### src/rtl/des_pkg.sv
// +--------------------------------------------------------------------------+
// | des_pkg                                                                  |
// | DES tables, state type and permutation / S-box helper functions.         |
// | Revision: 1.0                                                            |
// +--------------------------------------------------------------------------+
`default_nettype none

package des_pkg;

    localparam logic [1:0] c_ST_IDLE = 2'd0;
    localparam logic [1:0] c_ST_RUN  = 2'd1;
    localparam logic [1:0] c_ST_DONE = 2'd2;

    typedef enum logic [1:0] {
        IDLE = c_ST_IDLE,
        RUN  = c_ST_RUN,
        DONE = c_ST_DONE
    } state_t;

    // Tables use DES numbering: entry value n means source bit n, bit 1 = MSB.
    localparam int c_IP [64] = '{
        58,50,42,34,26,18,10,2, 60,52,44,36,28,20,12,4,
        62,54,46,38,30,22,14,6, 64,56,48,40,32,24,16,8,
        57,49,41,33,25,17,9,1,  59,51,43,35,27,19,11,3,
        61,53,45,37,29,21,13,5, 63,55,47,39,31,23,15,7};

    localparam int c_FP [64] = '{
        40,8,48,16,56,24,64,32, 39,7,47,15,55,23,63,31,
        38,6,46,14,54,22,62,30, 37,5,45,13,53,21,61,29,
        36,4,44,12,52,20,60,28, 35,3,43,11,51,19,59,27,
        34,2,42,10,50,18,58,26, 33,1,41,9,49,17,57,25};

    localparam int c_E [48] = '{
        32,1,2,3,4,5,     4,5,6,7,8,9,     8,9,10,11,12,13,  12,13,14,15,16,17,
        16,17,18,19,20,21, 20,21,22,23,24,25, 24,25,26,27,28,29, 28,29,30,31,32,1};

    localparam int c_P [32] = '{
        16,7,20,21,29,12,28,17, 1,15,23,26,5,18,31,10,
        2,8,24,14,32,27,3,9,    19,13,30,6,22,11,4,25};

    localparam int c_PC1 [56] = '{
        57,49,41,33,25,17,9,  1,58,50,42,34,26,18,
        10,2,59,51,43,35,27,  19,11,3,60,52,44,36,
        63,55,47,39,31,23,15, 7,62,54,46,38,30,22,
        14,6,61,53,45,37,29,  21,13,5,28,20,12,4};

    localparam int c_PC2 [48] = '{
        14,17,11,24,1,5,  3,28,15,6,21,10,  23,19,12,4,26,8,  16,7,27,20,13,2,
        41,52,31,37,47,55, 30,40,51,45,33,48, 44,49,39,56,34,53, 46,42,50,36,29,32};

    localparam int c_SHIFT [16] = '{1,1,2,2,2,2,2,2,1,2,2,2,2,2,2,1};

    localparam int c_SBOX [8][64] = '{
        '{14,4,13,1,2,15,11,8,3,10,6,12,5,9,0,7,   0,15,7,4,14,2,13,1,10,6,12,11,9,5,3,8,
          4,1,14,8,13,6,2,11,15,12,9,7,3,10,5,0,   15,12,8,2,4,9,1,7,5,11,3,14,10,0,6,13},
        '{15,1,8,14,6,11,3,4,9,7,2,13,12,0,5,10,   3,13,4,7,15,2,8,14,12,0,1,10,6,9,11,5,
          0,14,7,11,10,4,13,1,5,8,12,6,9,3,2,15,   13,8,10,1,3,15,4,2,11,6,7,12,0,5,14,9},
        '{10,0,9,14,6,3,15,5,1,13,12,7,11,4,2,8,   13,7,0,9,3,4,6,10,2,8,5,14,12,11,15,1,
          13,6,4,9,8,15,3,0,11,1,2,12,5,10,14,7,   1,10,13,0,6,9,8,7,4,15,14,3,11,5,2,12},
        '{7,13,14,3,0,6,9,10,1,2,8,5,11,12,4,15,   13,8,11,5,6,15,0,3,4,7,2,12,1,10,14,9,
          10,6,9,0,12,11,7,13,15,1,3,14,5,2,8,4,   3,15,0,6,10,1,13,8,9,4,5,11,12,7,2,14},
        '{2,12,4,1,7,10,11,6,8,5,3,15,13,0,14,9,   14,11,2,12,4,7,13,1,5,0,15,10,3,9,8,6,
          4,2,1,11,10,13,7,8,15,9,12,5,6,3,0,14,   11,8,12,7,1,14,2,13,6,15,0,9,10,4,5,3},
        '{12,1,10,15,9,2,6,8,0,13,3,4,14,7,5,11,   10,15,4,2,7,12,9,5,6,1,13,14,0,11,3,8,
          9,14,15,5,2,8,12,3,7,0,4,10,1,13,11,6,   4,3,2,12,9,5,15,10,11,14,1,7,6,0,8,13},
        '{4,11,2,14,15,0,8,13,3,12,9,7,5,10,6,1,   13,0,11,7,4,9,1,10,14,3,5,12,2,15,8,6,
          1,4,11,13,12,3,7,14,10,15,6,8,0,5,9,2,   6,11,13,8,1,4,10,7,9,5,0,15,14,2,3,12},
        '{13,2,8,4,6,15,11,1,10,9,3,14,5,0,12,7,   1,15,13,8,10,3,7,4,12,5,6,11,0,14,9,2,
          7,11,4,1,9,12,14,2,0,6,10,13,15,3,5,8,   2,1,14,7,4,10,8,13,15,12,9,0,3,5,6,11}};

    function automatic logic [63:0] f_ip(input logic [63:0] x);
        logic [63:0] y;
        for (int i = 0; i < 64; i++) y[6'(63 - i)] = x[6'(64 - c_IP[i])];
        return y;
    endfunction

    function automatic logic [63:0] f_fp(input logic [63:0] x);
        logic [63:0] y;
        for (int i = 0; i < 64; i++) y[6'(63 - i)] = x[6'(64 - c_FP[i])];
        return y;
    endfunction

    function automatic logic [55:0] f_pc1(input logic [63:0] x);
        logic [55:0] y;
        for (int i = 0; i < 56; i++) y[6'(55 - i)] = x[6'(64 - c_PC1[i])];
        return y;
    endfunction

    function automatic logic [47:0] f_pc2(input logic [55:0] x);
        logic [47:0] y;
        for (int i = 0; i < 48; i++) y[6'(47 - i)] = x[6'(56 - c_PC2[i])];
        return y;
    endfunction

    function automatic logic [3:0] f_sbox(input int n, input logic [5:0] b);
        return 4'(c_SBOX[3'(n)][{b[5], b[0], b[4:1]}]);
    endfunction

    // Feistel function: expansion, key mix, S-boxes, P permutation.
    function automatic logic [31:0] f_f(input logic [31:0] r, input logic [47:0] k);
        logic [47:0] x;
        logic [31:0] s;
        logic [31:0] y;
        for (int i = 0; i < 48; i++) x[6'(47 - i)] = r[5'(32 - c_E[i])];
        x = x ^ k;
        for (int n = 0; n < 8; n++) s[5'(31 - 4 * n) -: 4] = f_sbox(n, x[6'(47 - 6 * n) -: 6]);
        for (int i = 0; i < 32; i++) y[5'(31 - i)] = s[5'(32 - c_P[i])];
        return y;
    endfunction

endpackage

`default_nettype wire

### src/rtl/des_iterative_core_round.sv
// +--------------------------------------------------------------------------+
// | des_round                                                                |
// | One combinational DES round plus the matching C/D key-schedule step.     |
// | Revision: 1.0                                                            |
// +--------------------------------------------------------------------------+
`default_nettype none

module des_round
    import des_pkg::*;
(
    input  logic [31:0] i_l,
    input  logic [31:0] i_r,
    input  logic [27:0] i_c,
    input  logic [27:0] i_d,
    input  logic        i_mode,
    input  logic [4:0]  i_rnd,
    output logic [31:0] o_l,
    output logic [31:0] o_r,
    output logic [27:0] o_c,
    output logic [27:0] o_d
);

    logic [3:0]  w_idx_enc;
    logic [3:0]  w_idx_dec;
    logic        w_sh2_enc;
    logic        w_sh2_dec;
    logic [47:0] w_k;

    always_comb begin
        w_idx_enc = 4'(i_rnd - 5'd1);
        w_idx_dec = 4'(5'd17 - i_rnd);
        w_sh2_enc = (c_SHIFT[w_idx_enc] == 2);
        w_sh2_dec = (c_SHIFT[w_idx_dec] == 2);
        o_c = i_c;
        o_d = i_d;
        if (!i_mode) begin
            o_c = w_sh2_enc ? {i_c[25:0], i_c[27:26]} : {i_c[26:0], i_c[27]};
            o_d = w_sh2_enc ? {i_d[25:0], i_d[27:26]} : {i_d[26:0], i_d[27]};
        end else if (i_rnd != 5'd1) begin
            // Decryption walks the schedule backwards; round 1 reuses C0/D0.
            o_c = w_sh2_dec ? {i_c[1:0], i_c[27:2]} : {i_c[0], i_c[27:1]};
            o_d = w_sh2_dec ? {i_d[1:0], i_d[27:2]} : {i_d[0], i_d[27:1]};
        end
        w_k = f_pc2({o_c, o_d});
        o_l = i_r;
        o_r = i_l ^ f_f(i_r, w_k);
    end

endmodule

`default_nettype wire

### src/rtl/des_iterative_core.sv
// +--------------------------------------------------------------------------+
// | des_iterative_core                                                       |
// | Iterative DES engine, ROUNDS_PER_CYCLE rounds per clock, valid/ready.    |
// | Optional key parity checker: define DES_KEY_PARITY_CHECK_EN.             |
// | Revision: 1.0                                                            |
// +--------------------------------------------------------------------------+
`default_nettype none

module des_iterative_core
    import des_pkg::*;
#(
    parameter int ROUNDS_PER_CYCLE = 1
) (
    input  logic        clk,
    input  logic        rst_n,
    input  logic        in_valid,
    output logic        in_ready,
    input  logic        in_mode,
    input  logic [64:1] in_key,
    input  logic [64:1] in_data,
    output logic        out_valid,
    input  logic        out_ready,
    output logic [64:1] out_data,
    output logic        key_parity_err
);

    localparam int NCYC = 16 / ROUNDS_PER_CYCLE;

    generate
        if (!(ROUNDS_PER_CYCLE == 1 || ROUNDS_PER_CYCLE == 2 || ROUNDS_PER_CYCLE == 4 ||
              ROUNDS_PER_CYCLE == 8 || ROUNDS_PER_CYCLE == 16)) begin : g_bad_rounds
            $error("des_iterative_core: ROUNDS_PER_CYCLE must be 1, 2, 4, 8 or 16");
        end
    endgenerate

    state_t      r_state;
    state_t      w_state_nxt;
    logic [31:0] r_l;
    logic [31:0] r_r;
    logic [27:0] r_c;
    logic [27:0] r_d;
    logic        r_mode;
    logic [4:0]  r_rnd;
    logic        w_last;
    logic [63:0] w_ip;
    logic [55:0] w_pc1;

    logic [31:0] w_l [0:ROUNDS_PER_CYCLE];
    logic [31:0] w_r [0:ROUNDS_PER_CYCLE];
    logic [27:0] w_c [0:ROUNDS_PER_CYCLE];
    logic [27:0] w_d [0:ROUNDS_PER_CYCLE];

    assign w_l[0] = r_l;
    assign w_r[0] = r_r;
    assign w_c[0] = r_c;
    assign w_d[0] = r_d;

    generate
        for (genvar j = 0; j < ROUNDS_PER_CYCLE; j++) begin : g_round
            des_round u_round (
                .i_l    (w_l[j]),
                .i_r    (w_r[j]),
                .i_c    (w_c[j]),
                .i_d    (w_d[j]),
                .i_mode (r_mode),
                .i_rnd  (r_rnd + 5'(j + 1)),
                .o_l    (w_l[j+1]),
                .o_r    (w_r[j+1]),
                .o_c    (w_c[j+1]),
                .o_d    (w_d[j+1])
            );
        end
    endgenerate

    assign w_last = (r_rnd == 5'((NCYC - 1) * ROUNDS_PER_CYCLE));
    assign w_ip   = f_ip(in_data);
    assign w_pc1  = f_pc1(in_key);

    always_ff @(posedge clk) begin
        if (!rst_n) r_state <= IDLE;
        else        r_state <= w_state_nxt;
    end

    always_comb begin
        w_state_nxt = r_state;
        in_ready    = 1'b0;
        out_valid   = 1'b0;
        case (r_state)
            IDLE: begin
                in_ready = 1'b1;
                if (in_valid) w_state_nxt = RUN;
            end
            RUN:  if (w_last) w_state_nxt = DONE;
            DONE: begin
                out_valid = 1'b1;
                if (out_ready) w_state_nxt = IDLE;
            end
            default: w_state_nxt = IDLE;
        endcase
    end

    always_ff @(posedge clk) begin
        if (!rst_n) begin
            r_l      <= '0;
            r_r      <= '0;
            r_c      <= '0;
            r_d      <= '0;
            r_mode   <= 1'b0;
            r_rnd    <= '0;
            out_data <= '0;
        end else if (r_state == IDLE && in_valid) begin
            r_l    <= w_ip[63:32];
            r_r    <= w_ip[31:0];
            r_c    <= w_pc1[55:28];
            r_d    <= w_pc1[27:0];
            r_mode <= in_mode;
            r_rnd  <= '0;
        end else if (r_state == RUN) begin
            r_l   <= w_l[ROUNDS_PER_CYCLE];
            r_r   <= w_r[ROUNDS_PER_CYCLE];
            r_c   <= w_c[ROUNDS_PER_CYCLE];
            r_d   <= w_d[ROUNDS_PER_CYCLE];
            r_rnd <= r_rnd + 5'(ROUNDS_PER_CYCLE);
            // Final swap: output block is FP(R16 || L16).
            if (w_last) out_data <= f_fp({w_r[ROUNDS_PER_CYCLE], w_l[ROUNDS_PER_CYCLE]});
        end
    end

`ifdef DES_KEY_PARITY_CHECK_EN
    logic w_key_perr;
    logic r_perr_pend;
    logic r_perr;

    always_comb begin
        w_key_perr = 1'b0;
        for (int k = 0; k < 8; k++) if (!(^in_key[8*k+1 +: 8])) w_key_perr = 1'b1;
    end

    // Flag travels with the block so it only changes together with out_data.
    always_ff @(posedge clk) begin
        if (!rst_n) begin
            r_perr_pend <= 1'b0;
            r_perr      <= 1'b0;
        end else if (r_state == IDLE && in_valid) begin
            r_perr_pend <= w_key_perr;
        end else if (r_state == RUN && w_last) begin
            r_perr <= r_perr_pend;
        end
    end

    assign key_parity_err = r_perr;
`else
    assign key_parity_err = 1'b0;
`endif

endmodule

`default_nettype wire

### config.mk
export PLATFORM = sky130hd
export DESIGN_NAME = des_iterative_core
export DESIGN_NICKNAME = d
export VERILOG_FILES = /design/src/rtl/des_pkg.sv /design/src/rtl/des_iterative_core_round.sv /design/src/rtl/des_iterative_core.sv
export SDC_FILE = /design/constraint.sdc
export NUM_CORES = 1
export LEC_CHECK = 0
export ABC_CLOCK_PERIOD_IN_PS = 2050
export BUFFER_PORTS_ARGS = -buffer_cell sky130_fd_sc_hd__buf_2
export CORE_MARGIN = 2
export CORE_UTILIZATION = 36
export DETAILED_ROUTE_END_ITERATION = 6
export PLACE_DENSITY = 0.8
export SETUP_SLACK_MARGIN = 0.4
export SLEW_MARGIN = 30
export SYNTH_ARGS = -nofsm -noshare
export SYNTH_HDL_FRONTEND = slang
export SYNTH_SLANG_ARGS = --single-unit
### constraint.sdc
create_clock -name clk -period 2.05 [get_ports clk]
set_clock_uncertainty 0.15 [all_clocks]
set_input_delay 0.205 -clock clk [delete_from_list [all_inputs] [get_ports clk]]
set_output_delay 0.205 -clock clk [all_outputs]
set_load 0.02 [all_outputs]
==> run metrics <==
design area roughly 0.0023 sq mm; number of different library cells in the post-synthesis netlist 30; die area 0.00628 sq mm; switching power 425 uW; share of cells above drive strength 1 0.353; Combinational Power Share 0.146; placed cell areas between 0.002 and 0.0025 sq mm; r2r setup slk between 0.3 and 0.4 ns; placer congestion estimate around 0.72; DR pass1 iterations 4; total power between 1500 and 2000 uW; Vias ~1.5k; GRT overflow 0; TNS Setup 0 ns; number of setup violations in the final report 0; die height between 70 and 80 um; Final Net Count between 400 and 500; wire per inst between 10 and 15 um; port buffer count 37; status finished, final reports clean; Site Rows 27; CTS Sinks 39; Post-DP HPWL between 2 and 3 mm; clock share of power 0.327; pre-CTS setup slack about 0.4 ns; Ys Warns 0; Static Leak just under 0.001 uW; # IOs 200; final core occ 0.423; worst hold path class in2reg; RSZ-0062 raised after global routing true; f_max 605 MHz; Root Buffer clkbuf_8; worst skew pair latency 0.29 ns; Core ar. between 0.005 and 0.006 sq mm; Max Cap Viol 0; largest net degree at the start of global routing 36; worst hold path stage count 3; CP required about 2.1 ns; Seq pwr share 0.526; Max VDD drop around 0.27 mV; CTS buffer count 5; Yosys reg bits 39; first-pass GRT wire length 6.00 mm; FF+latch area between 700 and 800 sq um; die width 79.2 um; GRT Total Usage 0.127; Fin. Hold Viols 0; Arr. time, crit path 1.72 ns; Switching Share 0.282; worst reg2reg path depth 7; 1st-iter DRT viols 108; post-DR vias/cell between 4 and 5; startpoint types flop; Avg Synthesized Cell Area about 8.9 sq um; Cell Pwr Density 651 mW/mm^2; area of the multi-input gates roughly 0.0010 sq mm; Mapped Cells about 230; Hold Crit Start in_data[32]; final worst slack roughly 0.40 ns; Max Slew Vio Count 0; min cycle time layout roughly 1.7 ns; Max FO, Critical Path 5; drt drc 0; Max clock buf depth 2; register area share after synthesis 0.383; Layout area overhead 13.7%; reg2reg start r_rnd[0]; post-route ant nets 0; ant diodes 0; mapped cell area 0.00204 sq mm; Starting Density 0.372; FF-to-FF End out_data[12]; CP Capture Type flop; vias in the first global route 1,306; Final Cycle Share 0.807; CTS tree done; Reg clk slew, reported paths 0.07 ns; P_int ~1100 uW; H-Tree Depth 2; crit path kind reg2reg; initial antenna violation count 0; fill count approximately 550; wirelength, routed between 3 and 4 mm; WHS Endpoint r_r[28]
==> per-layer routing <==
layer	GRT usage	up-vias	part of all wire
met3	0.0386	6	0.068
met4	0.0690	0	0.021
met1	0.147	673	0.40
met5	0	-	0
met2	0.208	61	0.51
li1	-	739	-
==> registers in the layout, indices dropped and copies added (netlist names) <==
name,count
out_data,16
r_r,16
r_rnd,5
r_state,2
==> critical path: stages (launching register included) <==
cell	delay, ns
dfxtp_4	0.36
ha_4	0.15
and3_4	0.18
ha_4	0.15
nand3b_1	0.22
buf_6	0.17
nand2_1	0.05
a21boi_0	0.15
==> layout by cell type, fill, tap and decap left out <==
master | synthesis | final
a21oi_1 | 2 | 2
a21boi_1 | 0 | 9
a21boi_2 | 10 | 14
nor2_1 | 4 | 4
and3_4 | 0 | 1
nand3_1 | 7 | 7
buf_4 | 53 | 8
o21ai_0 | 2 | 2
clkbuf_1 | 3 | 2
conb_1 | 1 | 49
xor2_1 | 1 | 1
o21a_1 | 1 | 1
xnor2_1 | 1 | 1
clkbuf_8 | 0 | 5
clkinv_2 | 0 | 1
or3_1 | 1 | 1
dfxtp_4 | 0 | 1
dfxtp_2 | 0 | 1
dfxtp_1 | 39 | 37
inv_1 | 1 | 1
ha_4 | 0 | 2
nor2b_1 | 3 | 3
nand3_2 | 10 | 10
nor3b_2 | 1 | 1
dlygate4sd3_1 | 0 | 1
buf_6 | 3 | 5
nand3b_1 | 2 | 2
and2_1 | 1 | 1
and3b_2 | 0 | 1
a21boi_0 | 22 | 9
or3b_4 | 0 | 1
nand2_2 | 0 | 8
nand2b_1 | 1 | 1
a211oi_1 | 1 | 1
buf_2 | 1 | 38
nand2_1 | 51 | 43
==> cell families after synthesis <==
group                    share of synthesized area
flip-flops                                   0.383
adder cells (fa/ha/maj)                     0.0123
buffers and inverters                        0.229
other                                      0.00184
XOR/XNOR                                   0.00860
AND/OR/NAND/NOR                              0.211
AO/OA/AOI/OAI                                0.154
==> worst max-delay path by stage <==
stage | start | to | slack, ns | cells past startpoint
6_report | r_rnd[0] | out_data[12] | 0.40 | 7
5_1_grt | r_rnd[0] | out_data[4] | 0.32 | 7
4_1_cts | r_rnd[0] | out_data[2] | 0.41 | 7
3_5_place_dp | r_rnd[1] | out_data[10] | 0.40 | 7
3_3_place_gp | r_state[1] | r_r[29] | 0.42 | 4
2_1_floorplan | r_rnd[1] | r_state[1] | 0.40 | 7
==> through the flow <==
step / hold WS, ns / std cells
2_1_floorplan: 0.199 / 276
3_3_place_gp: 0.301 / 334
3_5_place_dp: 0.306 / 334
4_1_cts: 0.00673 / 342
5_1_grt: 0.00650 / 347
6_report: 0.00901 / 347
==> cell usage after synthesis <==
library cell,count,area (sq um)
or3b_1,1,8.76
inv_1,1,3.75
buf_6,3,33.8
buf_4,53,398
a211oi_1,1,7.51
xnor2_1,1,8.76
o21ai_0,2,10.0
and3_1,1,6.26
a21boi_0,22,165
o21a_1,1,7.51
buf_8,1,15.0
dfxtp_1,39,781
nand3_1,7,35.0
nor2b_1,3,18.8
conb_1,1,3.75
xor2_1,1,8.76
nand2_1,51,191
nand3_2,10,100
nor3b_2,1,12.5
and3b_1,1,8.76
nor2_1,4,15.0
nand2b_1,1,6.26
nand3b_1,2,15.0
buf_2,1,5.00
and2_1,1,6.26
clkbuf_1,3,11.3
a21oi_1,2,10.0
or3_1,1,6.26
a21boi_2,10,113
ha_1,2,25.0
==> power by group through the flow <==
stage / Clock, uW / Sequential (uW) / Combinational [uW]
after floorplan: 0 / 808 / 252
after global placement: 0 / 810 / 210
after detailed placement: 0 / 810 / 212
after CTS: 505 / 793 / 214
after global routing: 537 / 796 / 244
final: 493 / 793 / 221
==> layout make-up <==
| type | count | share of cell area |
|---|---|---|
| clock buffer | 7 | 0.0330 |
| clock inverter | 1 | 0.00216 |
| inverter | 1 | 0.00162 |
| multi-input combinational | 175 | 0.448 |
| sequential | 39 | 0.339 |
| tap | 72 | 0.0389 |
| timing repair buffer | 52 | 0.137 |
==> timing repair <==
item | in CTS | in global routing
buffers inserted | 0 | 2
setup endpoints to repair | 8 | 17
hold buffers | 0 | 1
resized for setup | 3 | 33
pin swaps | 0 | 19
hold endpoints to repair | 0 | 1
cloned | 0 | 2
Power figures use the tool's default switching activity.
